## src/rtl/readout_pkg.sv

```systemverilog
// Shared definitions for the pixel readout controller and its shifter instance.
package readout_pkg;

  localparam int BITS_DEF   = 4;
  localparam int LENGTH_DEF = 4;

  typedef enum logic [3:0] {
    S_IDLE,
    S_CLEAR,
    S_SEL_SETUP,
    S_SEL_PULSE,
    S_SEL_HOLD,
    S_CAPTURE,
    S_PRESENT,
    S_SHIFT_PULSE,
    S_SHIFT_SETTLE
  } readout_state_t;

endpackage

```

## src/rtl/readout_controller.sv

```systemverilog
// Sequences the pixel readout shifter (clear, windowed load, shift) and turns
// its data_out into a registered valid/ready word stream.
module readout_controller
  import readout_pkg::*;
#(
  parameter int bits   = BITS_DEF,
  parameter int length = LENGTH_DEF,
  parameter int IDX_W  = $clog2(length)
) (
  input  logic             clk,
  input  logic             reset,
  input  logic             start,
  input  logic             abort,
  output logic             busy,
  output logic             done,
  output logic             sh_reset,
  output logic             sh_set,
  output logic             sh_set_select,
  output logic             sh_shift,
  input  logic [bits-1:0]  sh_data,
  output logic [bits-1:0]  out_data,
  output logic [IDX_W-1:0] out_index,
  output logic             out_last,
  output logic             out_valid,
  input  logic             out_ready
);

  localparam logic [IDX_W-1:0] LAST = IDX_W'(length - 1);

  readout_state_t state, nxt;
  logic accept, at_last;

  assign accept   = (state == S_PRESENT) && out_valid && out_ready;
  assign at_last  = (out_index == LAST);
  assign busy     = (state != S_IDLE);
  assign out_last = out_valid && at_last;

  always_comb begin
    nxt = state;
    case (state)
      S_IDLE:         if (start) nxt = S_CLEAR;
      S_CLEAR:        nxt = S_SEL_SETUP;
      S_SEL_SETUP:    nxt = S_SEL_PULSE;
      S_SEL_PULSE:    nxt = S_SEL_HOLD;
      S_SEL_HOLD:     nxt = S_CAPTURE;
      S_CAPTURE:      nxt = S_PRESENT;
      S_PRESENT:      if (accept) nxt = at_last ? S_IDLE : S_SHIFT_PULSE;
      S_SHIFT_PULSE:  nxt = S_SHIFT_SETTLE;
      S_SHIFT_SETTLE: nxt = S_CAPTURE;
      default:        nxt = S_IDLE;
    endcase
    // Abort beats everything, including an accept in the same cycle.
    if (abort && state != S_IDLE) nxt = S_IDLE;
  end

  // Shifter strobes are decoded from the next state and registered, so each
  // pin comes straight off a flop and lines up with the state it belongs to.
  always_ff @(posedge clk) begin
    if (!reset) begin
      state         <= S_IDLE;
      done          <= 1'b0;
      sh_reset      <= 1'b0;
      sh_set        <= 1'b0;
      sh_set_select <= 1'b0;
      sh_shift      <= 1'b0;
      out_valid     <= 1'b0;
      out_data      <= '0;
      out_index     <= '0;
    end else begin
      state         <= nxt;
      sh_reset      <= (nxt == S_CLEAR);
      sh_set_select <= (nxt inside {S_SEL_SETUP, S_SEL_PULSE, S_SEL_HOLD});
      sh_set        <= (nxt == S_SEL_PULSE);
      sh_shift      <= (nxt == S_SHIFT_PULSE);
      out_valid     <= (nxt == S_PRESENT);
      done          <= accept && at_last && !abort;
      if (state == S_CLEAR)
        out_index <= '0;
      else if (accept && !at_last && !abort)
        out_index <= out_index + 1'b1;
      if (state == S_CAPTURE)
        out_data <= sh_data;
    end
  end

endmodule

```

## config.mk

```make
export PLATFORM = sky130hd
export DESIGN_NAME = readout_controller
export DESIGN_NICKNAME = d
export VERILOG_FILES = /design/src/rtl/readout_pkg.sv /design/src/rtl/readout_controller.sv
export SDC_FILE = /design/constraint.sdc
export NUM_CORES = 1
export LEC_CHECK = 0
export BUFFER_PORTS_ARGS = -buffer_cell sky130_fd_sc_hd__buf_2
export CAP_MARGIN = 0
export CORE_MARGIN = 1.5
export CORE_UTILIZATION = 44
export DETAILED_ROUTE_END_ITERATION = 10
export GPL_TIMING_DRIVEN = 0
export HOLD_SLACK_MARGIN = 0.15
export PLACE_DENSITY_LB_ADDON = 0.2
export SETUP_SLACK_MARGIN = 0.4
export SLEW_MARGIN = 20
export SYNTH_ARGS = -nofsm -noshare
export SYNTH_HDL_FRONTEND = slang
export SYNTH_SLANG_ARGS = --single-unit
export TNS_END_PERCENT = 5
```

## constraint.sdc

```tcl
create_clock -name clk -period 1.3 [get_ports clk]
set_clock_uncertainty 0.05 [all_clocks]
set_input_delay 0.26 -clock clk [delete_from_list [all_inputs] [get_ports clk]]
set_output_delay 0.26 -clock clk [all_outputs]
set_load 0.005 [all_outputs]
```

After elaboration in Yosys (flattened, before gate mapping)
Index checks and enable logic that the tools add are counted.
{"block": "totals", "regBits": 16, "latch_bits": 0, "mem_bits_rw": 0, "rom_bits": 0, "out_inout_bits": 14, "elab_cells": 46, "mem_count": 0}
{"block": "op_classes", "addsub": 1, "n_mul": 0, "div_mod_pow": 0, "n_lt_le_gt_ge": 0, "n_eq_ne": 15, "shift": 0, "mux": 5, "bitwise": 1, "n_reduce_logical": 15}
{"op": "case mux 4 bit (8 select lines)", "n": 1}
{"op": "equality test 4 x 3 -> 1 bit, second input constant", "n": 7}
{"op": "equality test 4 x 2 -> 1 bit, second input constant", "n": 4}
{"op": "2-to-1 mux 4 bit", "n": 3}
{"op": "equality test 4 x 1 -> 1 bit, second input constant", "n": 2}
{"op": "logical AND 1 bit", "n": 8}
{"op": "equality test 4 bit, second input constant", "n": 1}
{"op": "zero test 4 bit", "n": 1}
{"op": "nonzero test 4 bit", "n": 1}
{"op": "OR reduction 2 bit", "n": 2}
{"op": "2-to-1 mux 3 bit", "n": 1}
{"op": "nonzero test 3 bit", "n": 1}
{"op": "adder 2 x 1 -> 2 bit, second input constant", "n": 1}
{"op": "equality test 2 bit, second input constant", "n": 1}
{"op": "zero test 1 bit", "n": 2}
{"op": "inverter 1 bit", "n": 1}

Logic depth before layout (Yosys ltp)
{"block": "depth", "depth_word": 8, "depth_mapped": 5, "ltp_nobuf": 5}

Worst setup path after synthesis
No wires, ideal clock.
{"block": "synth_timing", "path_type": "register to register", "from": "reg out_index[0]", "to": "reg sh_set", "setup_ps": 78, "arrival_ps": 1320, "required_ps": 1172, "path_slack_ps": -148, "stages_incl_launch_ff": 6, "path_buffers": 0, "period_less_slack_ps": 1448, "cell_sequence": "dfxtp_1 ha_1 and3b_1 o2111ai_2 or2_4 nor3_1"}
{"block": "synth_via", "elab_chain_cells": 6}
{"item": "from (decl)", "line": "readout_controller.sv:22", "source": "output logic [IDX_W-1:0] out_index,"}
{"item": "from (signal assigned)", "line": "readout_controller.sv:80", "source": "out_index <= out_index + 1'b1;"}
{"item": "equality test 2 bit", "line": "readout_controller.sv:34", "source": "assign at_last = (out_index == LAST);"}
{"item": "2-to-1 mux 3 bit", "line": "readout_controller.sv:47", "source": "S_PRESENT: if (accept) nxt = at_last ? S_IDLE : S_SHIFT_PULSE;"}
{"item": "2-to-1 mux 4 bit", "line": "readout_controller.sv:47"}
{"item": "case mux 4 bit (8 select lines)", "line": "readout_controller.sv:40", "source": "case (state)"}
{"item": "2-to-1 mux 4 bit", "line": "readout_controller.sv:53", "source": "if (abort && state != S_IDLE) nxt = S_IDLE;"}
{"item": "equality test 4 x 2 -> 1 bit", "line": "readout_controller.sv:73", "source": "sh_set <= (nxt == S_SEL_PULSE);"}
{"item": "to (signal assigned)", "line": "readout_controller.sv:73"}
{"item": "to (decl)", "line": "readout_controller.sv:17", "source": "output logic sh_set,"}
No other way between the ends.
A chain may end at the register's enable or synchronous reset.

Worst setup path in the final report
{"block": "layout_timing", "from": "reg out_index[0]", "to": "reg sh_reset"}
{"block": "layout_via", "elab_chain_cells": 6}
{"item": "equality test 2 bit", "line": "readout_controller.sv:34"}
{"item": "2-to-1 mux 3 bit", "line": "readout_controller.sv:47"}
{"item": "2-to-1 mux 4 bit", "line": "readout_controller.sv:47"}
{"item": "case mux 4 bit (8 select lines)", "line": "readout_controller.sv:40"}
{"item": "2-to-1 mux 4 bit", "line": "readout_controller.sv:53"}
{"item": "equality test 4 x 1 -> 1 bit", "line": "readout_controller.sv:71", "source": "sh_reset <= (nxt == S_CLEAR);"}
{"item": "to (signal assigned)", "line": "readout_controller.sv:71"}
{"item": "to (decl)", "line": "readout_controller.sv:16", "source": "output logic sh_reset,"}
No other way between the ends.

==> flow_summary.toml <==
[run_status]
status = "complete, but fails checks"
failed_checks = "DRC, setup timing"

[timing]
tightest_slew_ps = 302.1
finalWorstSetupSlack_ps = -141.8
maxSlewViolCount = 0
fin_crit_ps = 1442
fmax_mhz = 693.6
setup_viol = 9
rsz0062_at_grt = "yes"
slew_headroom_pct = 79.69
min_period_over_period_pct = 110.9
hold_viol_final = 0
whs_ps = 188.3

[logic_synthesis]
synth-compound-area-share_pct = 15.36
netlist-cell-type-count = 33
synth_xor_area_share_pct = 1.144
synth_mux_area_share_pct = 6.536
syn_inst = 80
synthSimpleGateAreaFrac_pct = 27.12
synth-adder-area-share_pct = 1.634
yosysSeqAreaShare_pct = 41.83
synth_area_um2 = 765.7
synth_top_family_by_area = "simple AND/OR/NAND/NOR gates"
synth_warnings = 0
ys_seq_elements = 16
syn_area_per_cell_um2 = 9.572
syn_nets = 90

[clocking]
numCtsBuffers = 3
hold_buffers = 0
htreeDepth = 1
clk_pin_slew_ps = 80
root_buffer = "clkbuf_4"
ctsLongestPathBuffers = 2
cts_sinks = 16
cts_tree = "yes"
clk_latency_ps = 280

[placed_design]
dp.final_hpwl_um = 1180
portBuffers = 22
gp_congestion = 0.8180
dp.cells = 118
dp_worst_setup_slack_ps = -238.7

[worst_setup_path]
crit_path_start_kind = "flip-flop"
end_kind = "flip-flop"
critPathMaxFanout = 3
r2r_end = "sh_reset"
worst_ep_required_time_ps = 1460
timing.rr.start = "out_index[0]"
ff2ff_path_depth = 5
rrSetupSlack_ps = -140
cp-endpoint = "sh_reset"
path_class = "reg2reg"
startpoint = "out_index[0]"
cp.arrival_ps = 1600

[floorplanning]
ios = 23
fp-row-count = 14
initial_core_util_pct = 49.12
die_y_um = 44.72
dieWidth_um = 44.72
die-area_um2 = 1999
coreArea_um2 = 1559

[finish]
final_cells = 125
nFillCells = 129
multi_input_area_um2 = 470.5
layout-drive-gt1-share_pct = 56.88
area_growth_pct = 38.56
fin_nets = 121
num_antenna_cells = 0
seqCellArea_um2 = 332.8

[pwr]
ir_drop_mv = 0.8016
powerDensity_nw_per_um2 = 882.0
p_leak_nw = 0.4501

[grt]
antenna_found_initial = 0
grt_pass1_wl_um = 2884
grt_start_max_net_pins = 11
grt-ovfl-total = 0
track_usage_pct = 20.03
grt_pass1_vias = 631

[drt]
drt_pre_antenna_iters = 7
drc_errors = 2
drt_iter0_drc = 16
drt_wl_total_um = 1732
wl_per_cell_um = 13.86
routed_via_density = 5.576
antenna_left = 0
via_count = 697

[min_path]
hold_class = "in2reg"

[flow_run]
cap_viol_max_count = 0
## synthesized netlist by cell type
library cell	instances	share of area (%)
or2_4	1	1.1
or4_1	1	0.98
ha_1	1	1.6
and3b_1	1	1.1
and3_1	3	2.5
nand4_1	1	0.82
buf_4	2	2.0
nor4_1	1	0.82
a31oi_1	2	1.6
o2111ai_2	1	2.0
nor2_1	9	4.4
o21ai_2	2	2.3
o21ai_0	2	1.3
or2b_1	1	0.98
a21o_1	1	0.98
o31ai_1	1	0.98
inv_1	3	1.5
xor2_1	1	1.1
dfxtp_1	16	42
a21oi_1	3	2.0
nor3b_1	2	2.0
o21ai_1	1	0.65
nor4b_1	2	2.3
nand3_1	1	0.65
nor2b_1	4	3.3
and2_1	1	0.82
a2111oi_4	1	3.6
nand2b_1	3	2.5
nor3_1	1	0.65
nand2_1	3	1.5
mux2i_1	5	6.5
buf_6	2	2.9
nor2_2	1	0.82
## sequential cells by signal, summed over array words and instances (netlist names)
signal         count
out_valid          1
sh_shift           1
done               1
sh_set             1
state              4
sh_set_select      1
sh_reset           1
out_index          2
out_data           4
## cell families (layout without fill, tap and decap cells)
logic type               Yosys count  count (layout)
buffers and inverters              7              36
adder cells (fa/ha/maj)            1               1
flip-flops                        16              16
XOR/XNOR                           1               1
AND/OR/NAND/NOR                   36              36
multiplexers                       5               5
AO/OA/AOI/OAI                     14              14
## final cells by class
type / instances / area share, %
flip-flops and latches: 16 / 31.37
clock buffers: 3 / 2.123
multi-input cells: 57 / 44.34
inverters: 3 / 1.061
repair buffers: 26 / 14.98
well taps: 16 / 1.887
plain buffers: 4 / 4.245
## power by group
part	leakage (nW)	switching [mW]	total, mW	internal [mW]
combinational	0.302	0.0894	0.178	0.0887
clock	0.0138	0.135	0.243	0.107
sequential	0.134	0.0113	0.515	0.504
total	0.450	0.236	0.936	0.700
## placed cells by master, fill, tap and decap left out, drive strengths merged
cell and count:
nor3 1, buf 30, nor2 10, a2111oi 1, and3 3, nor4b 2, xor2 1, nand2b 3
nor2b 4, nand4 1, nand2 3, dfxtp 16, or2b 1, and3b 1, o21ai 5, nor3b 2
mux2i 5, o31ai 1, and2 1, nor4 1, a21oi 3, inv 3, nand3 1, a21o 1
o2111ai 1, or2 1, ha 1, a31oi 2, or4 1, clkbuf 3
## critical path, stage by stage (launching register included)
cell	delay (ps)
dfxtp_2	350
ha_4	160
and3b_2	250
o2111ai_2	140
or2_4	270
nor3b_2	160
## metal layers
| metal | up-vias | track usage, % | share of wire, % |
|---|---|---|---|
| met5 | - | 0 | 0 |
| met4 | 0 | 3.636 | 0.75 |
| met3 | 2 | 7.600 | 5.9 |
| met2 | 21 | 31.01 | 50 |
| met1 | 333 | 26.88 | 43 |
| li1 | 341 | - | - |
## through the flow
| step | cell area (µm²) | util, % | power [mW] | TNS, ps |
|---|---|---|---|---|
| floorplan | 774.5 | - | 0.6223 | -115.9 |
| global placement | 904.6 | 58.03 | 0.6645 | -750.7 |
| detailed placement | 904.6 | 58.03 | 0.6682 | -959.3 |
| CTS | 1015 | 65.09 | 0.9327 | -814.2 |
| global route | 1061 | 68.06 | 0.9884 | -1460 |
| finish | 1061 | 68.06 | 0.9358 | -798.4 |
## how the worst min path moves through the flow
stage | start | end | slack [ps] | cells past startpoint
CTS | sh_data[2] | out_data[2] | 190 | 3
detailed placement | out_data[1] | out_data[1] | 450 | 2
finish | sh_data[2] | out_data[2] | 190 | 3
global route | sh_data[0] | out_data[0] | 180 | 3
global placement | out_data[3] | out_data[3] | 440 | 2
floorplan | reset | out_data[0] | 340 | 1
## what timing repair did
action                                  CTS  global route
resized for setup                        19            10
buffers inserted                          4             0
endpoints found under the setup margin   30            30
pin swaps                                 4             2
No activity file was read; power rests on OpenSTA's default activity.
